[config.mk]
export PLATFORM = sky130hd
export DESIGN_NAME = stream_demux
export DESIGN_NICKNAME = d
export VERILOG_FILES = /design/src/rtl/stream_demux.sv
export SDC_FILE = /design/constraint.sdc
export NUM_CORES = 1
export LEC_CHECK = 0
export CAP_MARGIN = 20
export CORE_MARGIN = 2
export CORE_UTILIZATION = 35
export CTS_CLUSTER_DIAMETER = 40
export DETAILED_ROUTE_END_ITERATION = 10
export MAX_ROUTING_LAYER = met4
export PLACE_DENSITY = 0.63
export SYNTH_ARGS = -nofsm -noshare
export SYNTH_HDL_FRONTEND = slang
export SYNTH_SLANG_ARGS = --single-unit
export TNS_END_PERCENT = 5
[constraint.sdc]
create_clock -name clk -period 1.9 [get_ports clk]
set_input_delay 0.38 -clock clk [delete_from_list [all_inputs] [get_ports clk]]
set_output_delay 0.38 -clock clk [all_outputs]
set_load 0.005 [all_outputs]
[src/rtl/stream_demux.sv]
// Registered 1-to-N valid/ready stream demultiplexer with unicast, broadcast
// and a saturating counter of beats discarded for an out-of-range select.
module stream_demux #(
  parameter int WIDTH    = 8,
  parameter int CHANNELS = 4,
  localparam int SEL_W   = $clog2(CHANNELS)
) (
  input  logic                      clk,
  input  logic                      rst_n,
  input  logic                      s_valid,
  output logic                      s_ready,
  input  logic [WIDTH-1:0]          s_data,
  input  logic [SEL_W-1:0]          s_sel,
  input  logic                      s_bcast,
  output logic [CHANNELS-1:0]       m_valid,
  input  logic [CHANNELS-1:0]       m_ready,
  output logic [CHANNELS*WIDTH-1:0] m_data,
  output logic [7:0]                drop_cnt
);

  logic [CHANNELS-1:0]       m_valid_q, m_valid_d;
  logic [CHANNELS*WIDTH-1:0] m_data_q, m_data_d;
  logic [7:0]                drop_q, drop_d;

  logic [CHANNELS-1:0]       free_s;
  logic [CHANNELS-1:0]       sel_hit_s;
  logic [CHANNELS-1:0]       load_s;
  logic                      in_range_s;
  logic                      accept_s;

  // Channel free/select decode; s_ready never looks at s_valid.
  always_comb begin
    free_s    = '0;
    sel_hit_s = '0;
    for (int k = 0; k < CHANNELS; k++) begin
      free_s[k]    = !m_valid_q[k] || m_ready[k];
      sel_hit_s[k] = !s_bcast && (s_sel == SEL_W'(k));
    end
    in_range_s = |sel_hit_s;
    if (s_bcast) begin
      s_ready = &free_s;
    end else if (in_range_s) begin
      s_ready = |(sel_hit_s & free_s);
    end else begin
      s_ready = 1'b1;
    end
    accept_s = s_valid && s_ready;
  end

  // Next-state for channel registers and the drop counter.
  always_comb begin
    load_s    = '0;
    m_valid_d = m_valid_q;
    m_data_d  = m_data_q;
    for (int k = 0; k < CHANNELS; k++) begin
      load_s[k] = accept_s && (s_bcast || sel_hit_s[k]);
      if (load_s[k]) begin
        m_valid_d[k]               = 1'b1;
        m_data_d[k*WIDTH +: WIDTH] = s_data;
      end else if (m_ready[k]) begin
        m_valid_d[k] = 1'b0;
      end else begin
        m_valid_d[k] = m_valid_q[k];
      end
    end
    if (accept_s && !s_bcast && !in_range_s && (drop_q != 8'hFF)) begin
      drop_d = drop_q + 8'd1;
    end else begin
      drop_d = drop_q;
    end
  end

  // State registers, cleared asynchronously.
  always_ff @(posedge clk or negedge rst_n) begin
    if (!rst_n) begin
      m_valid_q <= '0;
      m_data_q  <= '0;
      drop_q    <= 8'd0;
    end else begin
      m_valid_q <= m_valid_d;
      m_data_q  <= m_data_d;
      drop_q    <= drop_d;
    end
  end

  assign m_valid  = m_valid_q;
  assign m_data   = m_data_q;
  assign drop_cnt = drop_q;

endmodule

==> summary.txt, run 1 <==
Clocking
  – Skew-Pair Late Insertion Delay: 0.29 ns
  – CTS tree: done
  – # clock sinks: between 40 and 50
  – Hold_buf cts: 0
  – Max Buffers Root-to-Sink: 2
  – CTS clk-pin slew, worst paths: around 0.080 ns
  – H-tree depth: 2
  – Num CTS Buffers: 5
  – CTS Root Buffer Type: clkbuf_8

STA
  – Fmax: 0.5424 GHz
  – Final Hold Fails: 0
  – Worst-Margin Slew: 0.4970 ns
  – Unrepaired setup endpoints after global routing: false
  – Min setup slack post-route: approximately 0.056 ns
  – WHS: 0.04295 ns
  – Slew Limit Fails: 0
  – Final Setup Violations: 0
  – Max_slew headroom: 0.6687
  – Crit share post-route: 0.9703
  – Min cycle time layout: 1.844 ns
  – Worst Skew: 0.003458 ns

Worst setup path
  – Reg2reg end: m_data[20]$_DFFE_PN0P_
  – Termination of the worst setup path: s_ready
  – Critical Path Start: m_ready[3]
  – CP Data Required Time: 1.52 ns
  – Crit path max-delay family: buffers and inverters
  – CP max FO: 3
  – CP max stage cell: clkdlybuf4s50_1
  – CP bufs+invs: 2
  – Setup Crit Path Kind: in -> out
  – Worst R2R Start: m_valid[1]$_DFFE_PN0P_
  – Cell depth of the worst setup path: 6
  – Cells on worst reg2reg path: 7
  – FF-to-FF setup slack: 0.20 ns
  – Crit-path max cell delay: 0.47 ns
  – Worst Setup End Kind: primary output
  – CP startpoint kind: input pin
  – Worst path arrival time: 1.46 ns
  – Worst path cell trace: clkdlybuf4s50_1 > nand2b_4 > nand3_1 > o21a_1 > o22ai_1 > buf_2

Yosys
  – Synth warnings: 0
  – Count of different cell masters after synthesis: 27
  – Syn Area/Cell: between 10 and 15 sq um
  – Sequential share of the synthesized area: 0.6237
  – Mapped Area: about 1800 sq um
  – Syn nets: 153
  – FF+latch count, synth: 44
  – Post-Syn Instances: 135

Floorplanning
  – Die W: 75.02 um
  – Die area: around 5600 sq um
  – Die height: around 75 um
  – Initial cell density of the core: 0.3689
  – IO Pins: 63
  – Row count: 25
  – CORE AREA: 4786 sq um

GRT
  – Grt ovf: 0
  – Vias in the first global route: ~1400
  – Most used routing layer: met2
  – Tot GR Track Use: 0.1680
  – Routing usage on met3: 0.05489
  – Initial antenna violation count: 0
  – First-pass GRT wire length: 6713 um
  – GRT met2 Usage: 0.2456
  – Met1 Track Usage GR: 0.2190
  – Pin count of the biggest net entering global routing: 25

Routing
  – Wire per inst: between 15 and 20 um
  – DRC Markers: 0
  – Via density: 4.748
  – Drt first pass iters: 4
  – Total Routed Length: 4293 um
  – Post-route ant nets: 0
  – Routed via count: 1358
  – DR iter-0 viols: 46

Min path
  – HP Class: in -> async

Final layout
  – FILL cells: 406
  – Area delta synth->final: 55.21%
  – Fraction of layout instances using a drive strength above 1: 0.3151
  – Area of the multi-input gates: between 600 and 700 sq um
  – Nets: 237
  – Register area: 1101 sq um
  – Ant. Diodes: 0

Pwr
  – Pwr dens: 1022 nW/um^2
  – VDD IR max: 0.5405 mV
  – P_leak: 1.245 nW

Place
  – DP HPWL: 3203 um
  – I/O Buffers: 62
  – Gp weighted congestion: 0.8297
  – Dpl ws: -0.3931 ns

Job
  – Maxcap violations: 0

Outcome
  – Outcome: completed
-- kinds of logic after synthesis --
logic type             synth area share
AND/OR/NAND/NOR                  0.1148
multiplexers                     0.1588
buffers and inverters           0.02622
flip-flops                       0.6237
AO/OA/AOI/OAI                   0.07654
-- metrics by stage --
step | util | total power, W | instances | TNS, ns | instance area, sq um
after global routing | 0.5725 | 0.002987 | 286 | 0 | 2740
after floorplan | - | 0.001599 | 135 | 0 | 1765
final | 0.5725 | 0.002801 | 286 | 0 | 2740
after detailed placement | 0.5461 | 0.002262 | 279 | -8.102 | 2614
after global placement | 0.5461 | 0.002239 | 279 | -7.770 | 2614
after CTS | 0.5681 | 0.002838 | 286 | 0 | 2719
-- report_power, final --
| group | total [W] | leakage (nW) | internal [W] | switching [W] |
|---|---|---|---|---|
| Combinational | 0.000959 | 0.661 | 0.000644 | 0.000315 |
| Clock | 0.000555 | 0.0400 | 0.000249 | 0.000306 |
| Sequential | 0.00129 | 0.544 | 0.00116 | 0.000129 |
-- Yosys cell counts (all sizes together) --
cell type,n,share of area
dfrtp,44,0.62
mux2,24,0.15
nand2,21,0.045
clkbuf,9,0.019
o22ai,9,0.032
nand3,5,0.014
nand2b,4,0.016
inv,2,0.0043
nor3b,2,0.018
o21ai,2,0.0078
a21bo,1,0.0057
a21oi,1,0.0050
a2bb2oi,1,0.0085
a41oi,1,0.0092
buf,1,0.0028
mux2i,1,0.0057
nand3b,1,0.0043
nand4,1,0.0035
nor2,1,0.0021
nor2b,1,0.0035
nor3,1,0.0092
o211ai,1,0.0043
o21a,1,0.0043
-- cell type report --
cell class | instances | area share
multi-input combinational | 79 | 0.2379
tap | 67 | 0.03059
timing repair buffer | 87 | 0.2973
sequential | 44 | 0.4018
clock inverter | 2 | 0.004566
clock buffer | 5 | 0.02511
inverter | 2 | 0.002740
-- state kept, by name (all words and copies together) (netlist names) --
name / flops
drop_cnt: 8
m_data: 32
m_valid: 4
-- worst reg2reg max path, delay by kind of cell, from the launching register on --
family | cells | cell delay (ns)
buffers and inverters | 3 | 0.46
muxes | 1 | 0.34
AOI/OAI and AO/OA | 1 | 0.13
and+or+nand+nor | 2 | 0.24
DFF | 1 | 0.42
-- how the worst min path moves through the flow --
stage	start	endpoint	slack [ns]	depth (start not counted)
finish	rst_n	m_valid[2]$_DFFE_PN0P_	0.04	1
global route	rst_n	m_data[27]$_DFFE_PN0P_	0.06	1
CTS	rst_n	m_valid[2]$_DFFE_PN0P_	0.05	1
detailed placement	drop_cnt[0]$_DFFE_PN0P_	drop_cnt[0]$_DFFE_PN0P_	0.36	0
floorplan	rst_n	drop_cnt[0]$_DFFE_PN0P_	0.08	0
global placement	rst_n	m_valid[2]$_DFFE_PN0P_	0.36	1
-- cells in the final DEF, fill, tap and decap left out, drive strengths merged, types with 2 or more instances in the layout --
cell type,instances
nand2b,4
nor3b,2
buf,27
o21ai,2
mux2,24
nand3,5
nand2,21
clkbuf,5
inv,2
dfrtp,44
o22ai,9
clkdlybuf4s50,55
dlymetal6s2s,4
-- repair_timing --
action,4_1_cts,5_1_grt
endpoints found under the setup margin,9,12
resized for setup,10,7
setup buffers,0,0
pin swaps,2,2
-- routing by layer --
layer | wire length (um) | part of all wire
met5 | 0 | 0
met2 | 1991 | 0.46
met4 | 39 | 0.0091
met3 | 279 | 0.065
met1 | 1983 | 0.46
Power figures use the tool's default switching activity.
==> run 2, diff against run 1 <==
--- a/config.mk
+++ b/config.mk
@@ -5,13 +5,14 @@
 export SDC_FILE = /design/constraint.sdc
 export NUM_CORES = 1
 export LEC_CHECK = 0
+export ABC_AREA = 1
 export CAP_MARGIN = 20
 export CORE_MARGIN = 2
 export CORE_UTILIZATION = 35
 export CTS_CLUSTER_DIAMETER = 40
 export DETAILED_ROUTE_END_ITERATION = 10
 export MAX_ROUTING_LAYER = met4
-export PLACE_DENSITY = 0.63
+export PLACE_DENSITY_LB_ADDON = 0.12
 export SYNTH_ARGS = -nofsm -noshare
 export SYNTH_HDL_FRONTEND = slang
 export SYNTH_SLANG_ARGS = --single-unit
==> run 2 against run 1 <==
Effect of this change:
- critical path depth grew 2
- first-iteration DRC count grew 46%
- core utilization shrank 5.5 points
- clock power shrank 2%
- critical endpoint unchanged
- largest power group unchanged
==> summary.txt, run 2 <==
Routing
  – Wire per inst: 14.15 um
  – Total Routed Length: about 4800 um
  – Via density: approximately 4.7
  – DRC Markers: 0
  – Drt first pass iters: 4
  – Post-route ant nets: 0
  – DR iter-0 viols: 67
  – Routed via count: 1600

Worst setup path
  – Reg2reg end: m_data[6]$_DFFE_PN0P_
  – Worst Setup End Kind: primary output
  – Worst R2R Start: m_valid[2]$_DFFE_PN0P_
  – Cell depth of the worst setup path: 8
  – Termination of the worst setup path: s_ready
  – CP Data Required Time: 1.52 ns
  – Crit path max-delay family: buffers and inverters
  – CP max FO: 2
  – CP startpoint kind: input pin
  – FF-to-FF setup slack: 0.39 ns
  – Setup Crit Path Kind: in -> out
  – Critical Path Start: m_ready[2]
  – CP most frequent cell: nand2_2
  – Worst path cell trace: clkdlybuf4s50_1 > inv_2 > nand2_2 > nand3_2 > nand2_2 > nor2_4 > nand2_8 > clkbuf_2
  – CP max stage cell: clkdlybuf4s50_1
  – Worst path arrival time: ~1.4 ns
  – Crit-path max cell delay: around 0.42 ns
  – Cells on worst reg2reg path: 7
  – CP bufs+invs: 3

Clocking
  – CTS Root Buffer Type: clkbuf_8
  – CTS tree: done
  – H-tree depth: 2
  – Skew-Pair Late Insertion Delay: a little under 0.3 ns
  – Max Buffers Root-to-Sink: 2
  – # clock sinks: 44
  – CTS clk-pin slew, worst paths: 0.07 ns
  – Num CTS Buffers: 5

Yosys
  – Sequential share of the synthesized area: 0.5645
  – Yosys top cell by area: dfrtp_1
  – Synth warnings: 0
  – Post-synth top cells: nand2_1 (71), dfrtp_1 (44), nand4_1 (32), clkbuf_1 (9), nand2_2 (5)
  – Most frequent cell after synthesis: nand2_1
  – Post-Syn Instances: between 150 and 200
  – Async set-reset flop share out of synthesis: 1.000
  – Syn nets: 213
  – Number of synthesized flops with an enable pin: 0
  – Syn Area/Cell: 10.00 sq um
  – Mapped Area: between 1500 and 2000 sq um
  – Synth top area cells: dfrtp_1 (56%), nand2_1 (14%), nand4_1 (10%)
  – FF+latch count, synth: 44
  – Top-area cell type share of the netlist area: 0.5645
  – Post-synth top flop: dfrtp_1
  – Count of different cell masters after synthesis: 21

GRT
  – GRT met2 Usage: 0.2538
  – Grt ovf: 0
  – Most used routing layer: met2
  – Routing usage on met3: 0.04368
  – Vias in the first global route: 1595
  – Pin count of the biggest net entering global routing: 37
  – Tot GR Track Use: 0.1738
  – Met1 Track Usage GR: 0.2357
  – Initial antenna violation count: 0
  – First-pass GRT wire length: 7962 um

Job
  – Maxcap violations: 0

Pwr
  – VDD IR max: 0.4448 mV
  – Internal Power: 0.001892 W
  – Pwr dens: 950.7 nW/um^2
  – Sw frac: 0.2929
  – Sequential share of power: 0.466
  – P_leak: 1.351 nW
  – Psw: around 0.00078 W
  – Clock share of power: 0.203
  – Gate power share: 0.331
  – Total power draw: roughly 0.0027 W

STA
  – Max_slew headroom: 0.7335
  – Worst Skew: 0.005436 ns
  – Worst-Margin Slew: 0.3997 ns
  – Slew Limit Fails: 0
  – Crit share post-route: 0.9409
  – Final Hold Fails: 0
  – Min cycle time layout: about 1.8 ns
  – Final Setup Violations: 0
  – Unrepaired setup endpoints after global routing: false
  – Min setup slack post-route: 0.1123 ns
  – Setup TNS: 0 ns
  – Fmax: 0.5594 GHz

Floorplanning
  – IO Pins: 63
  – Row count: 27
  – Initial cell density of the core: 0.3586
  – CORE AREA: 5439 sq um
  – Die W: 78.66 um
  – Die height: 78.66 um
  – Die area: 6187 sq um

Place
  – Dpl ws: -0.3948 ns
  – Gp weighted congestion: 0.7981
  – DP HPWL: 3490 um
  – I/O Buffers: 62

Final layout
  – Fraction of layout instances using a drive strength above 1: 0.2193
  – Area delta synth->final: 44.32%
  – Nets: 287
  – Ant. Diodes: 0
  – Commonest non-fill, non-tap cell in the layout: nand2_1
  – Commonest non-fill, non-tap cells in the layout: nand2_1 (68), clkdlybuf4s50_1 (57), dfrtp_1 (44), nand4_1 (32), buf_4 (20)
  – Largest register FFs: 32

Outcome
  – Outcome: completed

Min path
  – HP Class: in -> async
[run 2: layout make-up]
type / instances / area, sq um
Clock buffer: 6 / 72.57
Clock inverter: 1 / 5.005
Fill cell: 528 / 2624
Inverter: 7 / 26.28
Multi-Input combinational cell: 127 / 732.0
Sequential cell: 44 / 1101
Tap cell: 72 / 90.09
Timing Repair Buffer: 84 / 788.3
[run 2: worst min path at each step]
stage          start                      end  depth (start not counted)
2_1_floorplan  rst_n  drop_cnt[0]$_DFFE_PN0P_                          0
3_3_place_gp   rst_n  drop_cnt[7]$_DFFE_PN0P_                          1
3_5_place_dp   rst_n  drop_cnt[7]$_DFFE_PN0P_                          1
4_1_cts        rst_n  drop_cnt[0]$_DFFE_PN0P_                          1
5_1_grt        rst_n  drop_cnt[7]$_DFFE_PN0P_                          1
6_report       rst_n  drop_cnt[7]$_DFFE_PN0P_                          1
[run 2: cells by family (layout without fill, tap and decap cells)]
kind of cell | Yosys count | count (layout) | synth area share
simple gates | 123 | 123 | 0.3445
flops | 44 | 44 | 0.5645
compound gates | 4 | 4 | 0.01796
buf+inv | 24 | 98 | 0.07312
[run 2: metal layers]
| metal | up-vias | share of wire |
|---|---|---|
| li1 | 800 | - |
| met3 | 8 | 0.044 |
| met4 | 0 | 0.018 |
| met2 | 41 | 0.46 |
| met1 | 751 | 0.47 |
| met5 | - | 0 |
[run 2: stage by stage]
| stage | utilization | cell area (sq um) | std cells | hold WS [ns] |
|---|---|---|---|---|
| 3_5_place_dp | 0.4969 | 2703 | 332 | 0.3325 |
| 6_report | 0.5176 | 2815 | 341 | 0.005673 |
| 3_3_place_gp | 0.4969 | 2703 | 332 | 0.3243 |
| 5_1_grt | 0.5176 | 2815 | 341 | 0.02145 |
| 4_1_cts | 0.5178 | 2816 | 341 | 0.01517 |
| 2_1_floorplan | - | 1951 | 195 | 0.08441 |
[run 2: timing repair]
action,4_1_cts,5_1_grt
gates resized for setup,12,2
gates cloned,0,0
hold buffers,0,0
pin swaps,2,1
endpoints found under the setup margin,31,9
setup buffers,2,0
[run 2: worst register-to-register path, cell delays in order (launching register included)]
cell and delay (ns):
dfrtp_1 0.43, a21oi_4 0.17, nand4_4 0.12, nand2_8 0.10
buf_6 0.25, nand3_4 0.19, nand2_1 0.10, nand2_1 0.05
[run 2: power by group through the flow]
stage | Sequential, W | Clock [W] | Combinational (W)
floorplan | 0.00127 | 0 | 0.000329
global placement | 0.00127 | 0 | 0.000875
detailed placement | 0.00126 | 0 | 0.000888
CTS | 0.00125 | 0.000567 | 0.000899
global route | 0.00127 | 0.000614 | 0.000976
finish | 0.00125 | 0.000544 | 0.000886
==> run 3, diff against run 2 <==
--- a/config.mk
+++ b/config.mk
@@ -9,10 +9,11 @@
 export CAP_MARGIN = 20
 export CORE_MARGIN = 2
 export CORE_UTILIZATION = 35
-export CTS_CLUSTER_DIAMETER = 40
+export CTS_CLUSTER_DIAMETER = 50
 export DETAILED_ROUTE_END_ITERATION = 10
 export MAX_ROUTING_LAYER = met4
 export PLACE_DENSITY_LB_ADDON = 0.12
+export SLEW_MARGIN = 10
 export SYNTH_ARGS = -nofsm -noshare
 export SYNTH_HDL_FRONTEND = slang
 export SYNTH_SLANG_ARGS = --single-unit
==> results of run 3 <==
The final DEF is identical to that of run 2; final timing and power are the same.
